`src/rtl/ps_reg_node.sv`:
```
// ps_reg_node
// -----------------------------------------------------------------------------
// Small register node on a valid/ready request/response bus. Requests are
// accepted one per cycle; each accepted request produces exactly one response,
// queued in a 2-entry FIFO and presented in acceptance order one cycle later.
//
// Register map (word addresses):
//   0      ID       read-only, returns ID_VALUE
//   1      CTRL     bit0 = counter enable (RW)
//                   bit1 = counter clear (write-1, self-clearing, reads 0)
//                   all other bits read 0
//   2      COUNT    read-only free-running counter, enabled by CTRL[0]
//   3..N-1 SCRATCH  read/write, byte-strobed
//
// Ports:
//   clk        sole clock, rising edge
//   rst        synchronous active-high reset
//   req_valid  request valid
//   req_ready  request accepted when req_valid && req_ready
//   req_write  1 = write, 0 = read
//   req_addr   register word address
//   req_wdata  write data
//   req_wstrb  per-byte write enable
//   rsp_valid  response valid
//   rsp_ready  response consumed when rsp_valid && rsp_ready
//   rsp_rdata  read data (0 for writes)
//   rsp_err    1 = write to a read-only register
//   rsp_write  echoes req_write of the originating request
//
// Handshake: a beat transfers on a rising edge where valid and ready are both
// high. A source holding valid high keeps its payload stable until the beat
// transfers. Here rsp_valid/rsp_* come straight from FIFO registers, so they
// are stable while rsp_ready is low, and req_ready depends only on rst and the
// registered FIFO occupancy (no path from rsp_ready or req_valid).
// -----------------------------------------------------------------------------
module ps_reg_node #(
    parameter int                    DATA_WIDTH = 32,
    parameter int                    ADDR_WIDTH = 4,
    parameter logic [DATA_WIDTH-1:0] ID_VALUE   = 32'h4D55_444B
) (
    input  logic                    clk,
    input  logic                    rst,

    input  logic                    req_valid,
    output logic                    req_ready,
    input  logic                    req_write,
    input  logic [ADDR_WIDTH-1:0]   req_addr,
    input  logic [DATA_WIDTH-1:0]   req_wdata,
    input  logic [DATA_WIDTH/8-1:0] req_wstrb,

    output logic                    rsp_valid,
    input  logic                    rsp_ready,
    output logic [DATA_WIDTH-1:0]   rsp_rdata,
    output logic                    rsp_err,
    output logic                    rsp_write
);

    localparam int NUM_REGS  = 1 << ADDR_WIDTH;
    localparam int NUM_BYTES = DATA_WIDTH / 8;

    localparam logic [ADDR_WIDTH-1:0] ADDR_ID    = ADDR_WIDTH'(0);
    localparam logic [ADDR_WIDTH-1:0] ADDR_CTRL  = ADDR_WIDTH'(1);
    localparam logic [ADDR_WIDTH-1:0] ADDR_COUNT = ADDR_WIDTH'(2);

    typedef struct packed {
        logic [DATA_WIDTH-1:0] rdata;
        logic                  err;
        logic                  write;
    } rsp_t;

    // -------------------------------------------------------------------------
    // State
    // -------------------------------------------------------------------------
    logic                  ctrl_en;
    logic [DATA_WIDTH-1:0] count;
    // Only addresses 3 and up have backing storage.
    logic [DATA_WIDTH-1:0] scratch [3:NUM_REGS-1];

    logic [1:0]            fifo_cnt;
    rsp_t                  ent0;     // head of the response FIFO
    rsp_t                  ent1;     // second entry, valid when fifo_cnt == 2

    // -------------------------------------------------------------------------
    // Handshake qualifiers
    // -------------------------------------------------------------------------
    logic push;
    logic pop;

    assign req_ready = !rst && (fifo_cnt < 2'd2);
    assign rsp_valid = !rst && (fifo_cnt != 2'd0);

    assign push = req_valid && req_ready;
    assign pop  = rsp_valid && rsp_ready;

    // -------------------------------------------------------------------------
    // Request decode
    // -------------------------------------------------------------------------
    logic addr_ro;
    logic wr_accept;
    logic ctrl_wr;
    logic count_clear;

    assign addr_ro     = (req_addr == ADDR_ID) || (req_addr == ADDR_COUNT);
    assign wr_accept   = push && req_write;
    // Both CTRL bits live in byte 0, so only that strobe matters.
    assign ctrl_wr     = wr_accept && (req_addr == ADDR_CTRL) && req_wstrb[0];
    assign count_clear = ctrl_wr && req_wdata[1];

    // Read mux: sampled from register state before the acceptance edge, so a
    // COUNT read returns the pre-edge value and a read right after a write
    // sees the already-committed data.
    logic [DATA_WIDTH-1:0] rd_value;

    always_comb begin
        rd_value = '0;
        if (req_addr == ADDR_ID) begin
            rd_value = ID_VALUE;
        end else if (req_addr == ADDR_CTRL) begin
            rd_value = {{(DATA_WIDTH-1){1'b0}}, ctrl_en};
        end else if (req_addr == ADDR_COUNT) begin
            rd_value = count;
        end else begin
            for (int i = 3; i < NUM_REGS; i++) begin
                if (req_addr == ADDR_WIDTH'(i)) begin
                    rd_value = scratch[i];
                end
            end
        end
    end

    rsp_t new_rsp;

    always_comb begin
        new_rsp       = '0;
        new_rsp.rdata = req_write ? '0 : rd_value;
        new_rsp.err   = req_write && addr_ro;
        new_rsp.write = req_write;
    end

    // -------------------------------------------------------------------------
    // CTRL register
    // -------------------------------------------------------------------------
    always_ff @(posedge clk) begin
        if (rst) begin
            ctrl_en <= 1'b0;
        end else if (ctrl_wr) begin
            ctrl_en <= req_wdata[0];
        end
    end

    // -------------------------------------------------------------------------
    // COUNT: clear wins over increment on the accepting edge; the enable used
    // here is the value before that edge.
    // -------------------------------------------------------------------------
    always_ff @(posedge clk) begin
        if (rst) begin
            count <= '0;
        end else if (count_clear) begin
            count <= '0;
        end else if (ctrl_en) begin
            count <= count + DATA_WIDTH'(1);
        end
    end

    // -------------------------------------------------------------------------
    // SCRATCH registers, byte-strobed. A zero strobe is a harmless no-op.
    // -------------------------------------------------------------------------
    always_ff @(posedge clk) begin
        if (rst) begin
            for (int i = 3; i < NUM_REGS; i++) begin
                scratch[i] <= '0;
            end
        end else if (wr_accept) begin
            for (int i = 3; i < NUM_REGS; i++) begin
                if (req_addr == ADDR_WIDTH'(i)) begin
                    for (int b = 0; b < NUM_BYTES; b++) begin
                        if (req_wstrb[b]) begin
                            scratch[i][b*8 +: 8] <= req_wdata[b*8 +: 8];
                        end
                    end
                end
            end
        end
    end

    // -------------------------------------------------------------------------
    // Response FIFO (2 entries, shift-style: ent0 is always the head).
    // Push+pop together can only happen with one entry held, because a full
    // FIFO drops req_ready; the new response then replaces the departing head.
    // -------------------------------------------------------------------------
    always_ff @(posedge clk) begin
        if (rst) begin
            fifo_cnt <= 2'd0;
            ent0     <= '0;
            ent1     <= '0;
        end else begin
            case ({push, pop})
                2'b10: begin
                    if (fifo_cnt == 2'd0) begin
                        ent0 <= new_rsp;
                    end else begin
                        ent1 <= new_rsp;
                    end
                    fifo_cnt <= fifo_cnt + 2'd1;
                end
                2'b01: begin
                    ent0     <= ent1;
                    fifo_cnt <= fifo_cnt - 2'd1;
                end
                2'b11: begin
                    ent0 <= new_rsp;
                end
                default: begin
                end
            endcase
        end
    end

    // Payload reads as zero whenever no response is presented (including
    // during reset).
    assign rsp_rdata = rsp_valid ? ent0.rdata : '0;
    assign rsp_err   = rsp_valid ? ent0.err   : 1'b0;
    assign rsp_write = rsp_valid ? ent0.write : 1'b0;

endmodule

```
`config.mk`:
```
export PLATFORM = sky130hd
export DESIGN_NAME = ps_reg_node
export DESIGN_NICKNAME = d
export VERILOG_FILES = /design/src/rtl/ps_reg_node.sv
export SDC_FILE = /design/constraint.sdc
export NUM_CORES = 1
export LEC_CHECK = 0
export CAP_MARGIN = 20
export CELL_PAD_IN_SITES_DETAIL_PLACEMENT = 0
export CELL_PAD_IN_SITES_GLOBAL_PLACEMENT = 1
export CORE_MARGIN = 2
export CORE_UTILIZATION = 52
export CTS_BUF_LIST = sky130_fd_sc_hd__clkbuf_8
export DETAILED_ROUTE_END_ITERATION = 6
export PLACE_DENSITY_LB_ADDON = 0.1
export SYNTH_ARGS = -nofsm -noshare
export SYNTH_HDL_FRONTEND = slang
export SYNTH_SLANG_ARGS = --single-unit
```
`constraint.sdc`:
```
create_clock -name clk -period 3.1 [get_ports clk]
set_clock_uncertainty 0.15 [all_clocks]
set_input_delay 0.62 -clock clk [delete_from_list [all_inputs] [get_ports clk]]
set_output_delay 0.62 -clock clk [all_outputs]
set_load 0.02 [all_outputs]
```
# [After elaboration in Yosys (flattened, before gate mapping)]
# Memory sizes are Yosys's and may differ from the RTL's.
# Index checks and enable logic that the tools add are counted.
[op_classes] magnitude_cmp=1 n_addsub=3 n_reduce_logical=19 n_eq_ne=19 n_mux=289 bitwise=53
[ops] cell="32-bit two-way mux" count=18
[ops] cell="8-bit two-way mux" count=52
[ops] cell="1-bit two-way mux" count=216
[ops] cell="34-bit one-hot mux with 3 select lines" count=1
[ops] cell="1-bit OR" count=52
[ops] cell="34-bit two-way mux" count=1
[ops] cell="32-bit by 1-bit adder with 32-bit output (second input constant)" count=1
[ops] cell="4-bit == test (second input constant)" count=8
[ops] cell="4-bit by 3-bit == test with 1-bit output (second input constant)" count=4
[ops] cell="1-bit logical AND" count=9
[ops] cell="4-bit by 2-bit == test with 1-bit output (second input constant)" count=2
[ops] cell="2-bit == test (second input constant)" count=2
[ops] cell="4-bit by 1-bit == test with 1-bit output (second input constant)" count=1
[ops] cell="4-bit zero test" count=1
[ops] cell="2-bit one-hot mux with 2 select lines" count=1
[ops] cell="2-bit AND reduction" count=2
[ops] cell="2-bit nonzero test" count=2
[ops] cell="3-bit nonzero test" count=1
[ops] cell="2-bit by 1-bit adder with 2-bit output (second input constant)" count=1
[ops] cell="2-bit by 1-bit == test with 1-bit output (second input constant)" count=1
[ops] cell="2-bit zero test" count=1
[ops] cell="2-bit less-than comparator (second input constant)" count=1
[ops] cell="2-bit != test (second input constant)" count=1
[ops] cell="2-bit OR reduction" count=1
[ops] cell="4 further kinds" count=4
[totals] memories=1 ramBits=416 regBits=103 elab_cells=394 output_inout_bits=36 in_bits=45
[memory_table] memory="scratch" words=13 word_bits=32 rd=13 rd_ports_with_merged_regs=0 write_ports=13 line="77" rtl="logic [DATA_WIDTH-1:0] scratch [3:NUM_REGS-1];"

# [Depth between registers and ports, before layout]
# Gate-level depths: netlist (run 1).
[logic_depth] ltp_word=20 depth_mapped=13 mapped_depth_nobuf=10

# [Least setup slack after synthesis (run 1)]
# No wires, ideal clock.
[synth_path] path_type="input to register" from="in rst" to="reg scratch[0][128] (netlist name)" path_slack_ns=0.159 required_ns=2.566 arrival_time_ns=2.407 setup_ns=0.384 n_path_buf=3 path_stages=7 path_cell_list="buf_2 -> nor2_2 -> and3_1 -> nand2_1 -> clkbuf_1 -> clkbuf_1 -> o21ai_0"
[synth_rtl] item="start: declaration" line="42" rtl="input logic rst,"

# [Worst setup path after layout (run 1)]
[layout_path] from="reg fifo_cnt[1]" to="out rsp_rdata[9]"
[layout_via] elab_chain_len=3
[layout_rtl] item="start: declaration" line="79" rtl="logic [1:0] fifo_cnt;"
[layout_rtl] item="start signal: assignment" line="204" rtl="fifo_cnt <= fifo_cnt + 2'd1;"
[layout_rtl] item="start signal: assignment" line="208" rtl="fifo_cnt <= fifo_cnt - 2'd1;"
[layout_rtl] item="2-bit nonzero test" line="90" rtl="assign rsp_valid = !rst && (fifo_cnt != 2'd0);"
[layout_rtl] item="1-bit logical AND" line="90"
[layout_rtl] item="32-bit two-way mux" line="221" rtl="assign rsp_rdata = rsp_valid ? ent0.rdata : '0;"
[layout_rtl] item="end: declaration" line="53" rtl="output logic [DATA_WIDTH-1:0] rsp_rdata,"
# No other way between the ends.

==> results of run 1 <==
[worst min-delay path, delay by kind of cell, from the launching register on]
family / cells / cell delay [ps]
simple gates: 1 / 40
compound gates: 1 / 50
flops: 1 / 300
[per-stage QoR]
step	instances	instance area (sq um)
detailed placement	3017	28000
finish	3186	29700
global route	3184	29700
global placement	3017	28000
floorplan	2291	25300
CTS	3184	29600
[layout by cell type, fill, tap and decap left out, types with 19 or more instances in the layout]
master	Yosys	layout
a221oi_1	32	32
a211oi_1	28	28
and3_1	217	217
mux2i_1	37	37
inv_1	14	58
nand3_1	29	29
dfxtp_1	103	101
clkdlybuf4s50_1	0	63
o22ai_1	26	26
mux2_2	28	28
nand2b_1	21	21
a22oi_1	28	27
nor2_1	147	146
edfxtp_1	416	416
nor3_1	44	44
clkbuf_8	0	95
xor2_1	19	19
nor2b_1	30	27
a21oi_1	100	100
buf_4	27	224
o21ai_0	161	161
nand2_1	101	101
buf_12	0	23
a22o_1	21	21
and2_1	255	255
[worst paths after layout]
| kind | from | endpoint | slack [ps] | cells after the start |
|---|---|---|---|---|
| setup / recovery | fifo_cnt[1] | rsp_rdata[9] | 90 | 4 |
| hold / removal | ent1[30] | ent1[30] | 290 | 2 |
| setup reg to reg | fifo_cnt[1] | ent0[8] | 530 | 8 |
| hold reg to reg | ent1[30] | ent1[30] | 290 | 2 |
[registers in the layout, indices dropped and copies added (netlist names)]
name,flops
count,32
ctrl_en,1
ent0,34
ent1,34
fifo_cnt,2
scratch,416
[metal layers]
metal	routed length, microns	GRT usage
met1	35600	0.491
met2	41100	0.566
met3	10400	0.0759
met4	3530	0.150
met5	0	0
[final cells by class]
type,count,area share
diodes,2,0.000169
clock buffers,95,0.0441
clock inverters,72,0.0111
inverters,16,0.00202
multi-input cells,1541,0.327
flip-flops and latches,519,0.491
well taps,615,0.0259
repair buffers,326,0.0991
[cells by family (layout without fill, tap and decap cells)]
kind of cell	count (synthesis)	after routing	share of synthesized area
simple gates	895	895	0.196
compound gates	544	544	0.145
flops	519	519	0.575
buf+inv	231	509	0.0437
mux	66	66	0.0280
xor+xnor	33	33	0.0114
fa+ha+maj	3	3	0.00148
other cells	0	2	0
[report_power, final]
part / leakage [nW] / total, mW / internal (mW) / switching (mW)
Clock: 0.983 / 5.81 / 2.91 / 2.90
Sequential: 5.11 / 7.86 / 7.76 / 0.103
Combinational: 5.90 / 1.81 / 0.614 / 1.20
[what timing repair did]
item                       4_1_cts  5_1_grt
gates cloned                     0        0
setup endpoints to repair       28       19
gates resized for setup          6        9
==> metrics.txt, run 1 <==
Max Cap Violations=0; fillcell total=between 3,000 and 4,000; peak fanout along the critical path=23; Slew @ Worst Pin=913 ps; asr flop ratio synth=0; Hold Fails Final Rpt=0; initial antenna violation count=6; critical path buffer and inverter count=2; Max Slew Vio Count=0; CTS sink cnt=519; Num CTS Buffers=90; synthesized area per cell=11.1 sq um; post-synth top area share=0.493; area of the multi-input gates=just under 10,000 sq um; Post-synth EDFFs=between 400 and 500; PD cells=522 nW/um^2; die area=50,500 sq um; Max Freq=0.332 GHz; GRT overflow=0; Die W=225 microns; register area=14,600 sq um; post-synth top area cell=edfxtp_1; Final Wtd Congestion=0.959; synthesized area=about 25,000 sq um; Worst Setup Path Type=flip-flop to primary output; total number of vias=approximately 20,000; crit share post-route=0.972; RSZ-0062 raised after global routing=no; CP required=~2300 ps; Root Buffer=clkbuf_8; starting density of the core=0.528; Worst Hold Class=flip-flop to flip-flop; Syn Nets=2,339; CP top delay family=buffers and inverters; largest stage delay on the critical path=600 ps; top post-synthesis cells by count=edfxtp_1, and2_1, and3_1; final worst path period need=3010 ps; H-tree lvl count=3; hpwl dp=63,100 microns; Pleak=12.0 nW; status=finished, final reports clean; slowest cell on the critical path=clkdlybuf4s50_1; Routed Antenna Nets=0; initial DRC count=2,703; final worst slack=around 90 ps; Nets=around 2,500; All-Layer GR Usage=0.361; Routed WL per cell=28.4 microns; P&R area growth vs syn=17.1%; Final Hold Slack=293 ps; num ports=81; num rows=80; most common cell in the netlist=edfxtp_1; synth warn=0; Unique masters post-synth=85; Setup crit start kind=flip-flop; first-pass GRT wire length=132,000 microns; Final Power=15.5 mW; setup TNS=0 ps; Core ar.=~48,000 sq um; CTS Hold Buffers Added=0; Main synth FF type=edfxtp_1; Post-Route WL=roughly 90,000 microns; via density per instance=6.42; Worst-path clk slew=60 ps; Final Util=0.619; Port Buf Inserts=80; vias in the first global route=19,500; First-pass DRT Iterations=6; Worst-Skew Late Latency=between 700 and 800 ps; clk buf depth=3; CP Capture Type=primary output; pre-CTS WS=-78.4 ps; max_slew headroom=0.389; pin count of the biggest net entering global routing=slightly below 60; DRC=0; Syn Inst Count=2,291; CTS tree=built; # setup viols final=0; Seq/Total Area, Yosys=0.575; die height=225 microns; layout cell share with drive strength beyond 1=0.166; crit path DAT=roughly 2200 ps; synthesized flop and latch total=519; Setup Buffers After CTS=0; top post-synthesis cells by area=edfxtp_1, dfxtp_1, and2_1, and3_1, o21ai_0; critical path cell sequence=o21ba_2 > buf_6 > and2_1 > clkdlybuf4s50_1; IR drop worst, VDD=0.429 mV
No activity file was read; power rests on OpenSTA's default activity.
==> run 2, diff against run 1 <==
CORE_MARGIN = 3   (was 2)
==> metrics.txt, run 2 (synthesized netlist as in run 1, its figures left out) <==
CTS sink cnt=519 (unchanged); Worst Setup Path Type=flip-flop to primary output (unchanged); die height=227 microns (was 225 microns); Worst-path clk slew=60 ps (about the same); initial DRC count=2,709 (was 2,703); CTS tree=built (unchanged); max FFs per register=416 (unchanged); Die W=227 microns (was 225 microns); Critical R2R Launch=fifo_cnt[1] (unchanged); Regs by FF count=scratch (416), ent0 (34), ent1 (34) (unchanged); Worst Hold Class=flip-flop to flip-flop (unchanged); PD cells=520 nW/um^2 (was 522 nW/um^2); CP Capture Type=primary output (unchanged); FF-to-FF setup slack=590 ps (was 530 ps); largest stage delay on the critical path=600 ps (about the same); Final Wtd Congestion=0.972 (was 0.959); sw power=4.08 mW (was 4.20 mW); # setup viols final=0 (unchanged); RSZ-0062 raised after global routing=no (unchanged); CTS Hold Buffers Added=0 (unchanged); slowest cell on the critical path=clkdlybuf4s50_1 (unchanged); starting density of the core=0.528 (unchanged); Nets=2,526 (was 2,542); r2r endpoint=ent0[11] (was ent0[8]); crit share post-route=0.962 (was 0.972); Clock Power Share=0.371 (was 0.375); Hold Fails Final Rpt=0 (unchanged); Post-Route WL=89,200 microns (was 90,600 microns); layout cell share with drive strength beyond 1=0.162 (was 0.166); Worst Hold Path Cells=2 (unchanged); commonest non-fill, non-tap cell in the layout=edfxtp_1 (unchanged); vias in the first global route=19,100 (was 19,500); initial antenna violation count=3 (was 6); final worst slack=117 ps (was 88.0 ps); Worst Hold End=ent1[21] (was ent1[30]); Worst-Skew Late Latency=690 ps (was 710 ps); share of total power in combinational logic=0.116 (was 0.117); Port Buf Inserts=80 (unchanged); pre-CTS WS=-319 ps (was -78.4 ps); Core ar.=47,900 sq um (unchanged); Num CTS Buffers=88 (was 90); most frequent cells in the layout=edfxtp_1, and2_1, and3_1, buf_4, o21ai_0 (was edfxtp_1, and2_1, buf_4, and3_1, o21ai_0); Final Power=15.3 mW (was 15.5 mW); First-pass DRT Iterations=7 (was 6); Max Slew Vio Count=0 (unchanged); num rows=80 (unchanged); first-pass GRT wire length=130,000 microns (was 132,000 microns); DRC=8 (was 0); fillcell total=3,913 (was 3,952); min-delay src=ent1[21] (was ent1[30]); Routed WL per cell=28.2 microns (was 28.4 microns); Pleak=11.9 nW (was 12.0 nW); H-tree lvl count=3 (unchanged); Net Sw Frac=0.266 (was 0.271); total number of vias=20,400 (was 20,500); hpwl dp=62,300 microns (was 63,100 microns); Max Freq=0.335 GHz (was 0.332 GHz); P&R area growth vs syn=16.5% (was 17.1%); CP required=2330 ps (about the same); peak fanout along the critical path=36 (was 23); critical path cell sequence=o21ba_2 > buf_8 > and2_1 > clkdlybuf4s50_1 (was o21ba_2 > buf_6 > and2_1 > clkdlybuf4s50_1); Slew @ Worst Pin=1150 ps (was 913 ps); Reg2Reg Depth=7 (was 8); Internal Dissipation=11.3 mW (about the same); Max Cap Violations=0 (unchanged); pin count of the biggest net entering global routing=62 (was 58); Root Buffer=clkbuf_8 (unchanged); Final Util=0.615 (was 0.619); IR drop worst, VDD=0.354 mV (was 0.429 mV); Routed Antenna Nets=0 (unchanged); die area=51,400 sq um (was 50,500 sq um); status=complete, but fails checks (was finished, final reports clean); GRT overflow=0 (unchanged); Sequential Power Share=0.513 (was 0.508); most flop-heavy register=scratch (unchanged); Setup crit start kind=flip-flop (unchanged); num ports=81 (unchanged); via density per instance=6.46 (was 6.42); max_slew headroom=0.224 (was 0.389); failing checks=design-rule violations; final worst path period need=2980 ps (was 3010 ps); crit path DAT=2210 ps (was 2240 ps); Final Hold Slack=305 ps (was 293 ps); clk buf depth=3 (unchanged); All-Layer GR Usage=0.347 (was 0.361)
==> run 2: cell types whose count changed in the layout (fill, tap and decap cells not counted), moves of 2 or more <==
cell             delta
buf_4              -13
inv_1               -9
clkinv_1            -5
dlygate4sd2_1       +5
clkbuf_8            +4
clkdlybuf4s50_1     -3
clkinvlp_4          -2
dlymetal6s2s_1      -2
==> run 2: worst max path at each step <==
stage                      startpoint         endpoint  slack, ps  depth (start not counted)
after floorplan                   rst  scratch[0][128]        160                          7
after global routing      fifo_cnt[1]     rsp_rdata[1]          8                          4
after detailed placement  req_addr[1]         ent0[27]       -320                         11
after global placement    req_addr[0]         ent0[27]       -300                         12
final                     fifo_cnt[1]     rsp_rdata[1]        120                          4
after CTS                 fifo_cnt[0]    rsp_rdata[14]        0.7                          4
==> run 2: cell type report <==
type / instances / area, sq um / share of cell area
sequential: 519 / 14600 / 0.494
multi-input combinational: 1541 / 9700 / 0.329
timing repair buffer: 312 / 2820 / 0.0954
clock buffer: 99 / 1360 / 0.0462
tap: 615 / 769 / 0.0261
clock inverter: 55 / 225 / 0.00764
inverter: 16 / 60.1 / 0.00204
antenna: 2 / 5.00 / 0.000170
==> run 2: repair_timing <==
action | 4_1_cts | 5_1_grt
gates resized for setup | 11 | 8
buffers inserted | 0 | 0
setup endpoints to repair | 34 | 25
==> run 2: layer usage <==
metal | global-route usage | share of wire | wire [microns] | vias to the layer above
met3 | 0.0748 | 0.11 | 9680 | 213
met5 | 0 | 0.00030 | 27 | -
li1 | - | - | - | 8888
met1 | 0.484 | 0.40 | 35800 | 10000
met2 | 0.538 | 0.45 | 40300 | 1274
met4 | 0.126 | 0.037 | 3330 | 4
==> run 2: stage by stage <==
stage,setup TNS (ps),cell area (sq um),std cells
after floorplan,0,25300,2291
after global placement,-1500,27900,3003
after detailed placement,-1870,27900,3003
after CTS,0,29500,3157
after global routing,0,29500,3158
final,0,29500,3159
==> run 2: critical path: cells and delay by family (launching register included) <==
kind | cells | cell delay [ps]
and+or+nand+nor | 1 | 150
AOI/OAI and AO/OA | 1 | 200
buffers and inverters | 2 | 800
DFF | 1 | 390
==> run 2: power groups by stage <==
stage,combinational (mW),clock [mW],sequential [mW]
after floorplan,0.902,0,7.96
after global placement,1.71,0,8.00
after detailed placement,1.72,0,8.01
after CTS,1.73,5.74,7.86
after global routing,1.86,6.08,7.88
final,1.78,5.69,7.87
